**src/rtl/pred_ref_sequencer.sv**
```systemverilog
// Reference buffer and operand sequencer for the angular/planar prediction datapath.
// Optional planar support (LOAD_LEFT state, left buffer) is built when PRED_SEQ_PLANAR_EN is defined.
module pred_ref_sequencer (
    input  logic       clk,
    input  logic       rst,
    input  logic       START,
    input  logic [2:0] PU_IN,
    input  logic       ANGLE_OR_PLANAR_IN,
    input  logic [5:0] ANGLE,
    input  logic       REF_VALID,
    input  logic [7:0] REF_DATA,
    output logic       REF_READY,
    output logic [2:0] PU,
    output logic       angle_or_planar,
    output logic [7:0] REF1,
    output logic [7:0] REF2,
    output logic [7:0] REF1a,
    output logic [7:0] REF2a,
    output logic [7:0] WEIGHT1,
    output logic [7:0] WEIGHT2,
    output logic [4:0] X,
    output logic [4:0] Y,
    output logic       OUT_VALID,
    input  logic       OUT_READY,
    output logic       BUSY,
    output logic       DONE,
    output logic [1:0] o_dbg_state
);
    // Handshakes: a reference sample transfers on a cycle with REF_VALID & REF_READY,
    // an operand sample on a cycle with OUT_VALID & OUT_READY; a presented sample holds until it transfers.

    typedef enum logic [1:0] {
        S_IDLE      = 2'd0,
        S_LOAD_TOP  = 2'd1,
        S_LOAD_LEFT = 2'd2,
        S_GEN       = 2'd3
    } state_t;

    state_t      r_state;
    logic [6:0]  r_cnt;
    logic [2:0]  r_pu;
    logic        r_mode;
    logic [5:0]  r_angle;
    logic [4:0]  r_x;
    logic [4:0]  r_y;
    logic [10:0] r_acc;
    logic        r_ref_ready;
    logic        r_out_valid;
    logic        r_busy;
    logic        r_done;
    logic [7:0]  r_ref1;
    logic [7:0]  r_ref2;
    logic [7:0]  r_ref1a;
    logic [7:0]  r_ref2a;
    logic [7:0]  r_w1;
    logic [7:0]  r_w2;
    logic [7:0]  r_top [0:64];

    logic [2:0]  w_pu_in;
    logic [5:0]  w_nt;
    logic [4:0]  w_nt_m1;
    logic        w_last_x;
    logic        w_last_y;
    logic        w_last;
    logic        w_last_top;
    logic        w_fire;
    logic        w_top_we;
    logic        w_enter_gen;
    logic [4:0]  w_nx;
    logic [4:0]  w_ny;
    logic [10:0] w_nacc;
    logic [6:0]  w_idx;
    logic [6:0]  w_idx1;
    logic [7:0]  w_ref1;
    logic [7:0]  w_ref2;
    logic [7:0]  w_w1;
    logic [7:0]  w_w2;
    logic [7:0]  w_ref1a;
    logic [7:0]  w_ref2a;

`ifdef PRED_SEQ_PLANAR_EN
    logic [7:0]  r_left [0:32];
    logic        w_left_we;
    logic        w_last_left;
`else
    logic        w_unused_mode;
    assign w_unused_mode = ANGLE_OR_PLANAR_IN;
`endif

    assign w_pu_in    = (PU_IN > 3'd3) ? 3'd3 : PU_IN;
    assign w_nt       = 6'd4 << r_pu;
    assign w_nt_m1    = 5'(w_nt - 6'd1);
    assign w_last_x   = (r_x == w_nt_m1);
    assign w_last_y   = (r_y == w_nt_m1);
    assign w_last     = w_last_x & w_last_y;
    assign w_last_top = (r_cnt == {w_nt, 1'b0});
    assign w_fire     = (r_state == S_GEN) & r_out_valid & OUT_READY;
    assign w_top_we   = (r_state == S_LOAD_TOP) & REF_VALID;

`ifdef PRED_SEQ_PLANAR_EN
    assign w_left_we   = (r_state == S_LOAD_LEFT) & REF_VALID;
    assign w_last_left = (r_cnt == {1'b0, w_nt});
    assign w_enter_gen = (w_top_we & w_last_top & r_mode) | (w_left_we & w_last_left);
    // left[nT] arrives with the very handshake that enters GEN, so take it from the bus.
    assign w_ref1a     = r_mode ? 8'd0 : r_top[{1'b0, w_nt}];
    assign w_ref2a     = r_mode ? 8'd0 : REF_DATA;
`else
    assign w_enter_gen = w_top_we & w_last_top;
    assign w_ref1a     = 8'd0;
    assign w_ref2a     = 8'd0;
`endif

    // Coordinates and accumulator of the sample to present next; in the load states this is (0,0).
    always_comb begin
        w_nx   = 5'd0;
        w_ny   = 5'd0;
        w_nacc = {5'd0, r_angle};
        if (r_state == S_GEN) begin
            if (w_last_x) begin
                w_nx   = 5'd0;
                w_ny   = r_y + 5'd1;
                w_nacc = r_acc + {5'd0, r_angle};
            end else begin
                w_nx   = r_x + 5'd1;
                w_ny   = r_y;
                w_nacc = r_acc;
            end
        end
    end

    assign w_idx  = {2'd0, w_nx} + {1'b0, w_nacc[10:5]};
    assign w_idx1 = w_idx + 7'd1;

    always_comb begin
        w_ref1 = (w_idx <= 7'd64) ? r_top[w_idx] : 8'd0;
        w_ref2 = (w_idx1 <= 7'd64) ? r_top[w_idx1] : 8'd0;
        w_w1   = 8'd32 - {3'd0, w_nacc[4:0]};
        w_w2   = {3'd0, w_nacc[4:0]};
`ifdef PRED_SEQ_PLANAR_EN
        if (!r_mode) begin
            w_ref1 = r_left[{1'b0, w_ny}];
            w_ref2 = r_top[{2'd0, w_nx}];
            w_w1   = {3'd0, w_nt_m1 - w_nx};
            w_w2   = {3'd0, w_nt_m1 - w_ny};
        end
`endif
    end

    // Reference buffers carry no reset; every location read during GEN is written first.
    always_ff @(posedge clk) begin
        if (w_top_we) begin
            r_top[r_cnt] <= REF_DATA;
        end
`ifdef PRED_SEQ_PLANAR_EN
        if (w_left_we) begin
            r_left[r_cnt[5:0]] <= REF_DATA;
        end
`endif
    end

    always_ff @(posedge clk or posedge rst) begin
        if (rst) begin
            r_state     <= S_IDLE;
            r_cnt       <= 7'd0;
            r_pu        <= 3'd0;
            r_mode      <= 1'b0;
            r_angle     <= 6'd0;
            r_x         <= 5'd0;
            r_y         <= 5'd0;
            r_acc       <= 11'd0;
            r_ref_ready <= 1'b0;
            r_out_valid <= 1'b0;
            r_busy      <= 1'b0;
            r_done      <= 1'b0;
            r_ref1      <= 8'd0;
            r_ref2      <= 8'd0;
            r_ref1a     <= 8'd0;
            r_ref2a     <= 8'd0;
            r_w1        <= 8'd0;
            r_w2        <= 8'd0;
        end else begin
            r_done <= 1'b0;
            case (r_state)
                S_IDLE: begin
                    if (START) begin
                        r_pu        <= w_pu_in;
`ifdef PRED_SEQ_PLANAR_EN
                        r_mode      <= ANGLE_OR_PLANAR_IN;
`else
                        r_mode      <= 1'b1;
`endif
                        r_angle     <= ANGLE;
                        r_cnt       <= 7'd0;
                        r_state     <= S_LOAD_TOP;
                        r_ref_ready <= 1'b1;
                        r_busy      <= 1'b1;
                    end
                end
                S_LOAD_TOP: begin
                    if (REF_VALID) begin
                        r_cnt <= r_cnt + 7'd1;
                        if (w_last_top) begin
                            r_cnt <= 7'd0;
`ifdef PRED_SEQ_PLANAR_EN
                            if (!r_mode) begin
                                r_state <= S_LOAD_LEFT;
                            end
`endif
                        end
                    end
                end
`ifdef PRED_SEQ_PLANAR_EN
                S_LOAD_LEFT: begin
                    if (REF_VALID) begin
                        r_cnt <= r_cnt + 7'd1;
                    end
                end
`endif
                S_GEN: begin
                    if (w_fire && w_last) begin
                        r_state     <= S_IDLE;
                        r_out_valid <= 1'b0;
                        r_busy      <= 1'b0;
                        r_done      <= 1'b1;
                    end
                end
                default: r_state <= S_IDLE;
            endcase

            if (w_enter_gen) begin
                r_state     <= S_GEN;
                r_cnt       <= 7'd0;
                r_ref_ready <= 1'b0;
                r_out_valid <= 1'b1;
                r_ref1a     <= w_ref1a;
                r_ref2a     <= w_ref2a;
            end

            if (w_enter_gen || (w_fire && !w_last)) begin
                r_x    <= w_nx;
                r_y    <= w_ny;
                r_acc  <= w_nacc;
                r_ref1 <= w_ref1;
                r_ref2 <= w_ref2;
                r_w1   <= w_w1;
                r_w2   <= w_w2;
            end
        end
    end

    assign REF_READY       = r_ref_ready;
    assign PU              = r_pu;
    assign angle_or_planar = r_mode;
    assign REF1            = r_ref1;
    assign REF2            = r_ref2;
    assign REF1a           = r_ref1a;
    assign REF2a           = r_ref2a;
    assign WEIGHT1         = r_w1;
    assign WEIGHT2         = r_w2;
    assign X               = r_x;
    assign Y               = r_y;
    assign OUT_VALID       = r_out_valid;
    assign BUSY            = r_busy;
    assign DONE            = r_done;
    assign o_dbg_state     = r_state;

endmodule

```
**config.mk**
```make
export PLATFORM = sky130hd
export DESIGN_NAME = pred_ref_sequencer
export DESIGN_NICKNAME = d
export VERILOG_FILES = /design/src/rtl/pred_ref_sequencer.sv
export SDC_FILE = /design/constraint.sdc
export NUM_CORES = 1
export LEC_CHECK = 0
export ABC_AREA = 1
export CAP_MARGIN = 20
export CORE_AREA = 5 5 241 243
export CTS_CLUSTER_DIAMETER = 50
export DETAILED_ROUTE_END_ITERATION = 10
export DIE_AREA = 0 0 246 248
export PLACE_DENSITY = 0.69
export SYNTH_ARGS = -nofsm -noshare
export SYNTH_HDL_FRONTEND = slang
export SYNTH_SLANG_ARGS = --single-unit
```
**constraint.sdc**
```tcl
create_clock -name clk -period 9.75 [get_ports clk]
set_input_delay 1.4625 -clock clk [delete_from_list [all_inputs] [get_ports clk]]
set_output_delay 1.4625 -clock clk [all_outputs]
set_load 0.01 [all_outputs]
```
### Word level (Yosys, flattened, before mapping)

Memory sizes are Yosys's and may differ from the RTL's.
Index checks and enable logic that the tools add are counted.

* flip-flop bits (word level): 73
* RAM bits: 520
* input port bits: 23
* output and inout port bits: 68
* word-level logic and storage cells: 93
* memories kept: 1

Memories
* r_top: depth 65, width 8, read ports 2, clocked after memory_dff 0, write ports 1, RTL line 57 `logic [7:0] r_top [0:64];`

* add/subtract/negate cells: 8
* $lt $le $gt $ge: 3
* eq/ne operators: 12
* shift operators: 1
* multiplexer cells: 29
* bitwise operators: 5
* reductions and logical operators: 18

Operators with widths (count)
* 7-bit two-way mux: 4
* 11-bit two-way mux: 2
* 5-bit two-way mux: 4
* 8-bit two-way mux: 2
* 7-bit by 1-bit adder with 7-bit output, second input constant: 2
* 7-bit less-or-equal comparator, second input constant: 2
* 7-bit one-hot mux with 2 select lines: 1
* 11-bit by 6-bit adder with 11-bit output: 1
* 5-bit by 1-bit adder with 5-bit output, second input constant: 2
* 5-bit equality test: 2
* 1-bit two-way mux: 10
* 2-bit nonzero test: 5
* 3-bit AND reduction: 3
* 2-bit AND reduction: 4
* 5-bit by 6-bit adder with 7-bit output: 1
* 7-bit equality test: 1
* 6-bit by 5-bit subtractor with 7-bit output, first input constant: 1
* 2-bit two-way mux: 3
* 2-bit inequality test, second input constant: 3
* 3-bit inequality test, second input constant: 2
* 2-bit one-hot mux with 3 select lines: 1
* 3-bit by 3-bit left shift with 6-bit output, first input constant: 1
* 1-bit AND: 5
* 5-bit by 1-bit subtractor with 5-bit output, second input constant: 1
* 12 further kinds: 13

### Depth between registers and ports, before layout

* depth after elaboration: 9
* mapped depth: 38
* gate-level depth less buffers: 34

### Worst setup path after synthesis

OpenSTA, ideal clock, no wires.

* path type: register to register
* start point: register r_pu[0] (netlist: PU[0])
* end point: register r_ref2[6] (netlist: REF2[6])
* setup time: 0.065 ns
* arrival: 5.251 ns
* data required time: 9.685 ns
* setup slack: 4.434 ns
* cell stages (with the launch flop): 35
* buffers on the path: 6
* period minus slack after synthesis: 5.316 ns
* cell sequence: dfrtp_1 nor2_4 nand2_2 ha_1 nand2_1 nand2_1 nor2_1 nand3_2 inv_2 nand2_2 nor2_1 nand2_1 o221ai_1 ha_1 inv_1 fa_1 clkbuf_1 inv_2 clkbuf_1 clkbuf_1 ha_1 clkbuf_1 inv_2 buf_2 clkbuf_1 o21ai_0 o211ai_1 o211ai_1 nand3_1 nand2_1 nand2_1 nand3_1 nand2_1 nand2_1 nand2_1

* longest elaborated chain between the ends: 9
* elaborated cells on any way between the ends: 19
* those cells by class: add/sub (3); order compare (1); eq/ne (3); shift (1); mux (5); bitwise (2); reduce/logical (3); memory (1)

Ends and longest elaborated chain
* from (decl): RTL line 41 `logic [2:0] r_pu;`
* from (signal assigned): RTL line 186 `r_pu <= w_pu_in;`
* 3-bit by 3-bit left shift with 6-bit output (*): RTL line 91 `assign w_nt = 6'd4 << r_pu;`
* 5-bit by 1-bit subtractor with 5-bit output (*): RTL line 92 `assign w_nt_m1 = 5'(w_nt - 6'd1);`
* 5-bit equality test (*): RTL line 93 `assign w_last_x = (r_x == w_nt_m1);`
* 11-bit two-way mux (*): RTL line 119 `if (w_last_x) begin`
* 11-bit two-way mux (*): RTL line 118 `if (r_state == S_GEN) begin`
* net w_nacc[5]: RTL line 71 `logic [10:0] w_nacc;`
* 5-bit by 6-bit adder with 7-bit output (*): RTL line 131 `assign w_idx = {2'd0, w_nx} + {1'b0, w_nacc[10:5]};`
* 7-bit by 1-bit adder with 7-bit output (*): RTL line 132 `assign w_idx1 = w_idx + 7'd1;`
* memory 65 x 8 bit or 7-bit less-or-equal comparator (tied branches)
* 8-bit two-way mux (*): RTL line 136 `w_ref2 = (w_idx1 <= 7'd64) ? r_top[w_idx1] : 8'd0;`
* to (signal assigned): RTL line 244 `r_ref2 <= w_ref2;`
* to (decl): RTL line 52 `logic [7:0] r_ref2;`

Mark *: on every way through the listed nets, which the timed path passes. The rest lies on a longest branch.
A chain may end at the register's enable or synchronous reset.

### Worst setup path in the final report

* start point: register r_pu[0] (netlist: PU[0])
* end point: register r_ref2[2] (netlist: REF2[2])

The elaborated chain is that of the path after synthesis.

==> qor.csv <==
stage;metric;value;unit
worst_setup_path;Worst R2R Start;PU[0];
synth;synthesized cell area;0.0302;sq mm
layout;final instance area;0.0332;sq mm
clocking;CTS sink count;585;
worst_setup_path;internal reg-to-reg setup slack;2.46;ns
routing;initial DRC count;3315;
routing;DRC errors left;0;
global_routing;met2 Track Usage GR;0.457;
routing;drt wl/cell;21.9;microns
placed_design;routability cong.;0.937;
routing;antenna-violating nets left;0;
synth;Synth Instances;3352;
run;Max-Cap Viols;0;
synth;post-synthesis register bit count;585;
run_status;status;finished clean;
sta;clock skew;0.0166;ns
worst_setup_path;CP endpoint;REF2[2];
synth;share of the synthesized area in the top cell type;0.517;
sta;Hold Fails Final Rpt;0;
global_routing;met1 GRT Util;0.394;
min_path;Hold Path Class;reg -> reg;
synth;Yosys cell types;51;
synth;post-synthesis xor/xnor area fraction;0.00617;
synth;area leader, netlist;edfxtp_1;
worst_setup_path;Worst Path Class, Setup;reg -> reg;
worst_setup_path;Worst R2R End;REF2[2];
synth;most common cell in the netlist;nand2_1;
layout;diode count;0;
routing;1st-pass router iterations;9;
power;VDD IR max;516;uV
worst_setup_path;worst path arrival time;7.77;ns
placed_design;hpwl dp;54.3;mm
global_routing;first-pass GRT wire length;136;mm
routing;vias per cell;6.12;
global_routing;GRT Util Overall;0.289;
sta;Worst slew margin;0.0432;
clocking;cts repair resizes;0;
synth;simple-gate share of the synthesized area;0.212;
synth;mux cell area share after synthesis;0;
global_routing;vias in the first global route;23600;
clocking;Clock transition at path regs;0.06;ns
floorplanning;die height;248;microns
placed_design;Area after DPL;0.0310;sq mm
synth;synth top area cells;edfxtp_1 52%, nand2_1 9.9%, nand3_1 7.2%;
global_routing;initial antenna violation count;1;
synth;synth warn;0;
power;Cell Pwr Density;334;mW/mm^2
worst_setup_path;R2R depth;29;
floorplanning;die area;0.0610;sq mm
worst_setup_path;Slowest cell on crit path;inv_1;
worst_setup_path;Worst Setup SP;PU[0];
worst_setup_path;most frequent CP cell;nand2_1;
sta;final period utilization;0.747;
worst_setup_path;Req. time, crit path;10.23;ns
synth;Post-synth top cells;800 x nand2_1, 520 x edfxtp_1, 432 x nand3_1, 327 x a21oi_1, 312 x o21ai_0;
sta;setup tns final;0;ns
synth;Post-synth EDFFs;520;
global_routing;met3 usage in global routing;0.0596;
clocking;CTS buffer count;70;
placed_design;Port Buffer Count;68;
layout;share of layout cells above drive strength 1;0.0593;
power;Pleak;12.5;nW
sta;max-slew violations;0;
clocking;Skew-Pair Late Insertion Delay;0.61;ns
clocking;Clock Tree Root;clkbuf_16;
layout;FF+latch area;0.0172;sq mm
routing;WL final;90.1;mm
floorplanning;core area;0.0557;sq mm
floorplanning;Die W;246;microns
clocking;# Post-CTS Setup Buffers;0;
routing;Vias;25200;
synth;Primary FF master, synth;edfxtp_1;
synth;largest family of logic cells by synthesized area;simple AND/OR/NAND/NOR gates;
sta;min cycle time layout;7.29;ns
worst_setup_path;Startpoint Class;flop;
synth;post-synthesis adder-cell area fraction;0.00920;
floorplanning;Initial Util;0.542;
worst_setup_path;CP max FO;49;
sta;RSZ-0062 raised after global routing;no;
synth;syn_area_per_cell;9.01;sq um
layout;final core occ;0.596;
sta;# setup viols final;0;
clocking;CTS tree;yes;
global_routing;GRT overflow;0;
synth;sequential cell area fraction in the yosys report;0.571;
worst_setup_path;Worst setup EP type;flop;
power;Tot Pwr;11.1;mW
global_routing;GR peak layer;met2;
synth;compound-gate portion of the synthesized area;0.137;
sta;Fmax;0.137;GHz
layout;fill count;4663;
layout;synthesis-to-finish area growth;9.95;%
global_routing;pin count of the biggest net entering global routing;275;
synth;share of flip-flops with an asynchronous set or reset;0.111;
floorplanning;IO Pins;91;
layout;multi-input logic area;0.0111;sq mm
sta;Slew @ Worst Pin;1.44;ns
clocking;Max Buffers Root-to-Sink;3;
clocking;htree depth;3;
worst_setup_path;CP max stage delay;0.90;ns
layout;NumNets Final;3342;
floorplanning;Core Rows;87;
clocking;hold_buf cts;0;
[power breakdown]
part	total, mW	internal (mW)	switching, mW	leakage, nW
logic	5.64	1.65	3.98	5.92
registers	2.95	2.85	0.0986	5.51
clock network	2.50	1.46	1.05	1.06
[area by class of cell]
| type | count | area share |
|---|---|---|
| Timing Repair Buffer | 99 | 0.0271 |
| Multi-Input combinational cell | 2332 | 0.335 |
| Sequential cell | 585 | 0.519 |
| Clock buffer | 90 | 0.0579 |
| Tap cell | 756 | 0.0285 |
| Clock inverter | 37 | 0.00833 |
| Inverter | 210 | 0.0243 |
[stage by stage]
step / cells / hold WS (ns) / setup WS [ns]
6_report: 4109 / 0.480 / 2.46
3_3_place_gp: 3981 / 0.457 / 2.73
3_5_place_dp: 3981 / 0.468 / 2.70
4_1_cts: 4108 / 0.483 / 2.66
2_1_floorplan: 3372 / 0.467 / 4.43
5_1_grt: 4109 / 0.506 / 2.18
[sequential cells by signal, indices dropped and copies added, names as in the netlist]
register / cells
r_angle: 6
r_top: 520
r_cnt: 7
r_acc: 11
angle_or_planar: 1
BUSY: 1
OUT_VALID: 1
o_dbg_state: 2
REF_READY: 1
REF2: 8
DONE: 1
Y: 5
PU: 3
WEIGHT1: 5
REF1: 8
X: 5
[placed cells by master, fill, tap and decap left out, types with 21 or more instances in the layout]
cell type,instances
dfrtp_1,65
nor2_1,216
nand3_1,432
o21ai_0,312
conb_1,21
buf_4,29
clkdlybuf4s50_1,60
o31ai_1,23
inv_1,193
edfxtp_1,520
nand2_1,800
clkbuf_16,73
a21oi_1,327
[routing by layer]
layer | up-vias | part of all wire
met5 | - | 0.00020
met4 | 2 | 0.037
met3 | 215 | 0.11
met2 | 1472 | 0.46
met1 | 12000 | 0.39
li1 | 11500 | -
[critical path: cells and delay by family, from the launching register on]
kind,cells,cell delay [ns]
simple gates,18,2.98
flops,1,0.46
compound gates,3,0.78
fa+ha+maj,3,1.04
buf+inv,5,1.84
[cells by family after synthesis]
kind of cell             Yosys count
flip-flops                       585
XOR/XNOR                          17
adder cells (fa/ha/maj)           21
AND/OR/NAND/NOR                 1508
buffers and inverters            455
other                              1
AO/OA/AOI/OAI                    765
[how the worst min path moves through the flow]
stage,from,endpoint,cells after the start
floorplan,r_angle[3],r_angle[3],2
global placement,angle_or_planar,angle_or_planar,1
detailed placement,WEIGHT1[4],WEIGHT1[4],2
CTS,WEIGHT1[4],WEIGHT1[4],2
global route,angle_or_planar,angle_or_planar,1
finish,WEIGHT1[4],WEIGHT1[4],2
No activity file was read; power rests on OpenSTA's default activity.
